$ cat src/rtl/rom_port_arbiter.sv
// rom_port_arbiter: shares the monitor ROM synchronous-read port between the 6502
// and one secondary requester; the CPU has priority and a starvation counter forces a slot.
module rom_port_arbiter #(
  parameter int ADDR_WIDTH   = 13,
  parameter int DATA_WIDTH   = 8,
  parameter int STARVE_LIMIT = 15
) (
  input  logic                  clk,
  input  logic                  rst,
  input  logic                  cpu_req,
  input  logic [ADDR_WIDTH-1:0] cpu_addr,
  output logic [DATA_WIDTH-1:0] cpu_data,
  output logic                  cpu_rdy,
  input  logic                  sec_req,
  input  logic [ADDR_WIDTH-1:0] sec_addr,
  output logic                  sec_ack,
  output logic                  sec_valid,
  output logic [DATA_WIDTH-1:0] sec_data,
  output logic [ADDR_WIDTH-1:0] rom_addr,
  input  logic [DATA_WIDTH-1:0] rom_data
);

  // state    | meaning
  // OWN_NONE | no ROM read was issued last cycle
  // OWN_CPU  | rom_data this cycle belongs to the CPU
  // OWN_SEC  | rom_data this cycle belongs to the secondary requester
  typedef enum logic [1:0] {
    OWN_NONE = 2'd0,
    OWN_CPU  = 2'd1,
    OWN_SEC  = 2'd2
  } owner_e;

  localparam logic [7:0] LIMIT = 8'(STARVE_LIMIT);

  owner_e                owner_q;
  owner_e                owner_d;
  logic [7:0]            starve_cnt;
  logic [ADDR_WIDTH-1:0] rom_addr_q;
  logic [DATA_WIDTH-1:0] cpu_hold;
  logic                  grant_force;
  logic                  grant_cpu;
  logic                  grant_sec;

  // Grant decision; nothing is granted while rst is high.
  always_comb begin
    grant_force = 1'b0;
    grant_cpu   = 1'b0;
    grant_sec   = 1'b0;
    if (!rst) begin
      if (cpu_req && sec_req && (starve_cnt == LIMIT)) begin
        grant_force = 1'b1;
        grant_sec   = 1'b1;
      end else if (cpu_req) begin
        grant_cpu = 1'b1;
      end else if (sec_req) begin
        grant_sec = 1'b1;
      end
    end
  end

  always_comb begin
    owner_d = OWN_NONE;
    if (grant_cpu) begin
      owner_d = OWN_CPU;
    end else if (grant_sec) begin
      owner_d = OWN_SEC;
    end
  end

  always_ff @(posedge clk) begin
    if (rst) begin
      owner_q <= OWN_NONE;
    end else begin
      owner_q <= owner_d;
    end
  end

  always_comb begin
    cpu_rdy  = ~grant_force;
    sec_ack  = grant_sec;
    rom_addr = rom_addr_q;
    if (rst) begin
      rom_addr = '0;
    end else if (grant_cpu) begin
      rom_addr = cpu_addr;
    end else if (grant_sec) begin
      rom_addr = sec_addr;
    end
    cpu_data = (owner_q == OWN_CPU) ? rom_data : cpu_hold;
  end

  // Address hold, starvation count and data return registers.
  always_ff @(posedge clk) begin
    if (rst) begin
      rom_addr_q <= '0;
      starve_cnt <= '0;
      cpu_hold   <= '0;
      sec_valid  <= 1'b0;
      sec_data   <= '0;
    end else begin
      rom_addr_q <= rom_addr;
      if (grant_sec) begin
        starve_cnt <= '0;
      end else if (grant_cpu && sec_req && (starve_cnt < LIMIT)) begin
        starve_cnt <= starve_cnt + 8'd1;
      end
      if (owner_q == OWN_CPU) begin
        cpu_hold <= rom_data;
      end
      sec_valid <= (owner_q == OWN_SEC);
      if (owner_q == OWN_SEC) begin
        sec_data <= rom_data;
      end
    end
  end

endmodule

$ cat config.mk
export PLATFORM = sky130hd
export DESIGN_NAME = rom_port_arbiter
export DESIGN_NICKNAME = d
export VERILOG_FILES = /design/src/rtl/rom_port_arbiter.sv
export SDC_FILE = /design/constraint.sdc
export NUM_CORES = 1
export LEC_CHECK = 0
export ABC_AREA = 1
export CAP_MARGIN = 10
export CORE_MARGIN = 2
export CORE_UTILIZATION = 45
export CTS_CLUSTER_SIZE = 30
export DETAILED_ROUTE_END_ITERATION = 10
export GPL_TIMING_DRIVEN = 0
export PLACE_DENSITY = 0.82
export SETUP_SLACK_MARGIN = 0.1
export SYNTH_ARGS = -nofsm -noshare
export SYNTH_HDL_FRONTEND = slang
export SYNTH_SLANG_ARGS = --single-unit
$ cat constraint.sdc
create_clock -name clk -period 3.9 [get_ports clk]
set_input_delay 0.39 -clock clk [delete_from_list [all_inputs] [get_ports clk]]
set_output_delay 0.39 -clock clk [all_outputs]
set_load 0.05 [all_outputs]
### After elaboration in Yosys (flattened, before gate mapping)

Index checks and enable logic that the tools add are counted.

* bits in registers: 40
* input port bits: 38
* output and inout port bits: 32

* eq/ne operators: 3
* order comparisons: 1
* add/subtract/negate cells: 1
* reductions and logical operators: 6
* mux-type cells: 15
* bitwise operators: 1

Operators by type and width (count)
* two-way mux 13 bit: 3
* two-way mux 1 bit: 10
* adder 8 x 1 -> 8 bit, second input constant: 1
* == test 8 x 4 -> 1 bit, second input constant: 1
* < comparator 8 x 4 -> 1 bit, second input constant: 1
* two-way mux 8 bit: 1
* logical AND 1 bit: 4
* OR reduction 2 bit: 2
* == test 2 x 1 -> 1 bit, second input constant: 1
* == test 2 bit, second input constant: 1
* two-way mux 2 bit: 1
* inverter 1 bit: 1

### Logic depth before layout (Yosys ltp)

* depth after elaboration: 7
* mapped depth: 9
* mapped depth without buffers: 8

### Worst setup path before layout

OpenSTA, ideal clock, no wires.

* path kind: register to output
* from: register starve_cnt[0]
* to: output rom_addr[10]
* setup slack: 1.870 ns
* arrival time: 1.640 ns
* path buffers: 1
* stages on the path, launching flop included: 10
* cells stage by stage: dfxtp_1 -> ha_1 -> nand3_1 -> inv_1 -> nand3_2 -> inv_1 -> nor3_4 -> buf_6 -> nand2_1 -> nand2_1

* longest elaborated chain between the ends: 7
* elaborated cells between the ends (all ways): 9

Ends and longest elaborated chain
* from (decl): line 37 `logic [7:0] starve_cnt;`
* from (signal assigned): line 105 `starve_cnt <= starve_cnt + 8'd1;`
* == test 8 x 4 -> 1 bit (*): line 50 `if (cpu_req && sec_req && (starve_cnt == LIMIT)) begin`
* logical AND 1 bit (*): line 50
* two-way mux 1 bit: line 50
* two-way mux 1 bit: line 49 `if (!rst) begin`
* two-way mux 13 bit: line 86 `end else if (grant_sec) begin`
* two-way mux 13 bit (*): line 84 `end else if (grant_cpu) begin`
* two-way mux 13 bit (*): line 82 `if (rst) begin`
* to (decl): line 19 `output logic [ADDR_WIDTH-1:0] rom_addr,`

Every way passes the cells marked *; elsewhere a longest branch is shown, timed or not.

### Worst setup path after layout

* from: input sec_req
* to: output rom_addr[4]

* longest elaborated chain between the ends: 7
* elaborated cells between the ends (all ways): 11

Ends and longest elaborated chain
* from (decl): line 14 `input logic sec_req,`
* two-way mux 1 bit or logical AND 1 bit (tied branches): line 55, 50
* two-way mux 1 bit or logical AND 1 bit (tied branches): line 53, 50
* two-way mux 1 bit: line 50
* two-way mux 1 bit: line 49
* two-way mux 13 bit: line 86
* two-way mux 13 bit (*): line 84
* two-way mux 13 bit (*): line 82

Marks and branches as above.

==> impl_metrics.csv <==
group,metric,value,unit
status,run_status,"finished clean",
pwr,pwr-share-comb,0.241,
synth,synth_edf_count,0,
place,post-place-ws,0.777,ns
synth,syn_avg_cell_area,6.62,µm²
setup_path,worst_path_max_delay_cell,"clkdlybuf4s50_1",
timing,skew,0.00672,ns
global_routing,grt_pass1_vias,1650,
timing,period_share,0.796,
pwr,cellPowerDensity,379,nW/µm²
clock_tree,cts_buffers,5,
route,drtPass1Iterations,4,
route,wirelength,4100,µm
floorplanning,dieHeight,67.4,µm
pwr,pwr-share-clk,0.328,
synth,yosysMostFrequentCell,"nand2_1",
synth,yosysTopAreaCellShare,0.443,
cells_and_area,antennaDiodeCount,0,
synth,synthTopCellsByCount,"81 x nand2_1, 56 x inv_1, 41 x nor2_1",
floorplanning,num_rows,23,
pwr,peakVddDrop,0.000172,V
clock_tree,hold_buffers,0,
synth,yosys_warnings,0,
floorplanning,die-area,4540,µm²
synth,yosys-top-cells-area,"dfxtp_1 44%, nand2_1 17%, inv_1 12%, nor2_1 8.5%, nand3_1 5.3%",
setup_path,crit_chain,"clkdlybuf4s50_1 > nor3b_2 > nand3_2 > a21oi_4 > buf_6 > nand3_1 > nand2_1 > clkdlybuf4s50_1",
setup_path,worst-path-max-fanout,10,
timing,fmaxAchievable,322,MHz
route,drc_errors,0,
clock_tree,clock_path_buffers,2,
hold_path,hp-start,"starve_cnt[7]$_SDFFE_PP0P_",
synth,synthesis.area,1810,µm²
pwr,p_sw_frac,0.294,
pwr,power.switching,0.000297,W
timing,rsz0062_at_grt,"no",
setup_path,crit_top_cell,"clkdlybuf4s50_1",
route,drt.antenna.violating_nets,0,
route,wl_per_cell,10.2,µm
clock_tree,postCtsSetupBuffers,0,
synth,synth.ff_latch_count,40,
timing,max_slew.worst_pin.slew,0.523,ns
global_routing,overflow,0,
timing,setup_ws,0.794,ns
synth,yosysTopAreaCell,"dfxtp_1",
route,via_per_inst,4.56,
clock_tree,clk_latency,0.29,ns
setup_path,cp.required,3.51,ns
clock_tree,cts_htree_levels,2,
setup_path,start_kind,"primary input",
pwr,leakage,1.38,nW
synth,netlist_instances,273,
place,finalWeightedCongestion,0.732,
global_routing,globalRouteTotalUtil,0.194,
setup_path,critPathBufInv,3,
clock_tree,cts_tree,"yes",
clock_tree,clkTransAtPathRegs,0.08,ns
synth,yosysSeqAreaShare,0.443,
clock_tree,numClockSinks,40,
synth,syn-num-nets,312,
floorplanning,start_util,0.458,
floorplanning,io_pins,70,
cells_and_area,syn2layout_area_growth,47.9,%
cells_and_area,drive_above_1_share,0.0486,
pwr,power.total,0.00101,W
setup_path,endpoint_kind,"output port",
floorplanning,core,3940,µm²
setup_path,slowest_delay,0.80,ns
route,drt_iter0_drc,93,
global_routing,grt_pass1_wl,6710,µm
synth,synthArstFlopShare,0,
timing,max_slew_margin,0.650,
floorplanning,fp.dieW,67.4,µm
flow_run,drv_cap,0,
synth,synthFlopType,"dfxtp_1",
setup_path,timing.rr.start,"starve_cnt[0]$_SDFFE_PP0P_",
route,vias,1825,
timing,finalSetupViolCount,0,
cells_and_area,final_nets,388,
setup_path,path_class,"in2out",
timing,slew_violations,0,
clock_tree,ctsResizeCount,0,
pwr,intPower,0.000714,W
timing,min_period,3.11,ns
place,portBuffers,69,
setup_path,cp_top_family,"buffers and inverters",
timing,tns,0,ns
global_routing,grt_max_degree,14,
place,dpl.hpwl,3220,µm
clock_tree,cts-root-buf,"clkbuf_8",
setup_path,cp_data_arrival_time,2.72,ns
global_routing,grt_antenna_before_repair,0,
timing,report.final.hold_viol_count,0,
pwr,p_seq_frac,0.431,
synth,yosysUniqueCellTypes,20,
setup_path,timing.critical_path.from,"sec_req",
hold_path,worstHoldPathType,"reg2reg",
cells_and_area,fill_cells,363,
[layer usage]
metal / GRT usage / routed length (µm) / up-vias
li1: - / - / 967
met1: 0.222 / 1770 / 796
met2: 0.335 / 2030 / 55
met3: 0.0467 / 236 / 7
met4: 0.0969 / 61 / 0
met5: 0 / 0 / -
[layout by cell type, fill, tap and decap left out, drive strengths merged]
master and n:
nand4 1, o21bai 1, clkinvlp 1, clkdlybuf4s50 69, ha 1, clkinv 2
clkbuf 8, nor3b 1, o21ai 17, nor2 41, nand2 82, a21oi 3
buf 3, bufinv 1, nand3 21, nor3 2, dfxtp 40, inv 56
[sequential cells by signal, summed over array words and instances (netlist names)]
name / flops
cpu_hold: 8
owner_q: 2
rom_addr_q: 13
sec_data: 8
sec_valid: 1
starve_cnt: 8
[cells by family after synthesis]
| family | Yosys count | share of synthesized area |
|---|---|---|
| AO/OA/AOI/OAI | 21 | 0.0658 |
| adder cells (fa/ha/maj) | 1 | 0.00692 |
| buffers and inverters | 63 | 0.141 |
| flip-flops | 40 | 0.443 |
| AND/OR/NAND/NOR | 148 | 0.343 |
[area by class of cell]
type | instances | area (µm²) | area share
plain buffers | 6 | 41.3 | 0.0155
repair buffers | 69 | 691 | 0.259
well taps | 50 | 62.6 | 0.0234
clock inverters | 3 | 42.5 | 0.0159
inverters | 57 | 214 | 0.0801
multi-input cells | 170 | 751 | 0.281
flip-flops and latches | 40 | 801 | 0.300
clock buffers | 5 | 68.8 | 0.0258
[power by group through the flow]
stage | Clock (W) | Sequential (W) | Combinational (W)
6_report | 0.000332 | 0.000436 | 0.000244
5_1_grt | 0.000357 | 0.000437 | 0.000265
4_1_cts | 0.000342 | 0.000436 | 0.000245
3_5_place_dp | 0 | 0.000445 | 0.000244
3_3_place_gp | 0 | 0.000444 | 0.000242
2_1_floorplan | 0 | 0.000458 | 0.000133
[metrics by stage]
step	cell area, µm²	instances	hold WS, ns	utilization
2_1_floorplan	1810	273	0.408	-
4_1_cts	2670	400	0.437	0.678
6_report	2670	400	0.431	0.678
3_3_place_gp	2560	392	0.415	0.649
5_1_grt	2670	400	0.465	0.678
3_5_place_dp	2560	392	0.425	0.649
[path summary, 6_finish.rpt]
check,to,slack (ns),depth (start not counted)
min reg2reg,starve_cnt[7]$_SDFFE_PP0P_,0.43,2
max,rom_addr[4],0.79,8
max reg2reg,rom_addr_q[7]$_SDFF_PP0_,2.26,9
min,starve_cnt[7]$_SDFFE_PP0P_,0.43,2
[tightest hold or removal path, delay by kind of cell (launching register included)]
kind | cells | cell delay, ns
buf+inv | 1 | 0.05
flops | 1 | 0.31
simple gates | 1 | 0.03
Power figures use the tool's default switching activity.
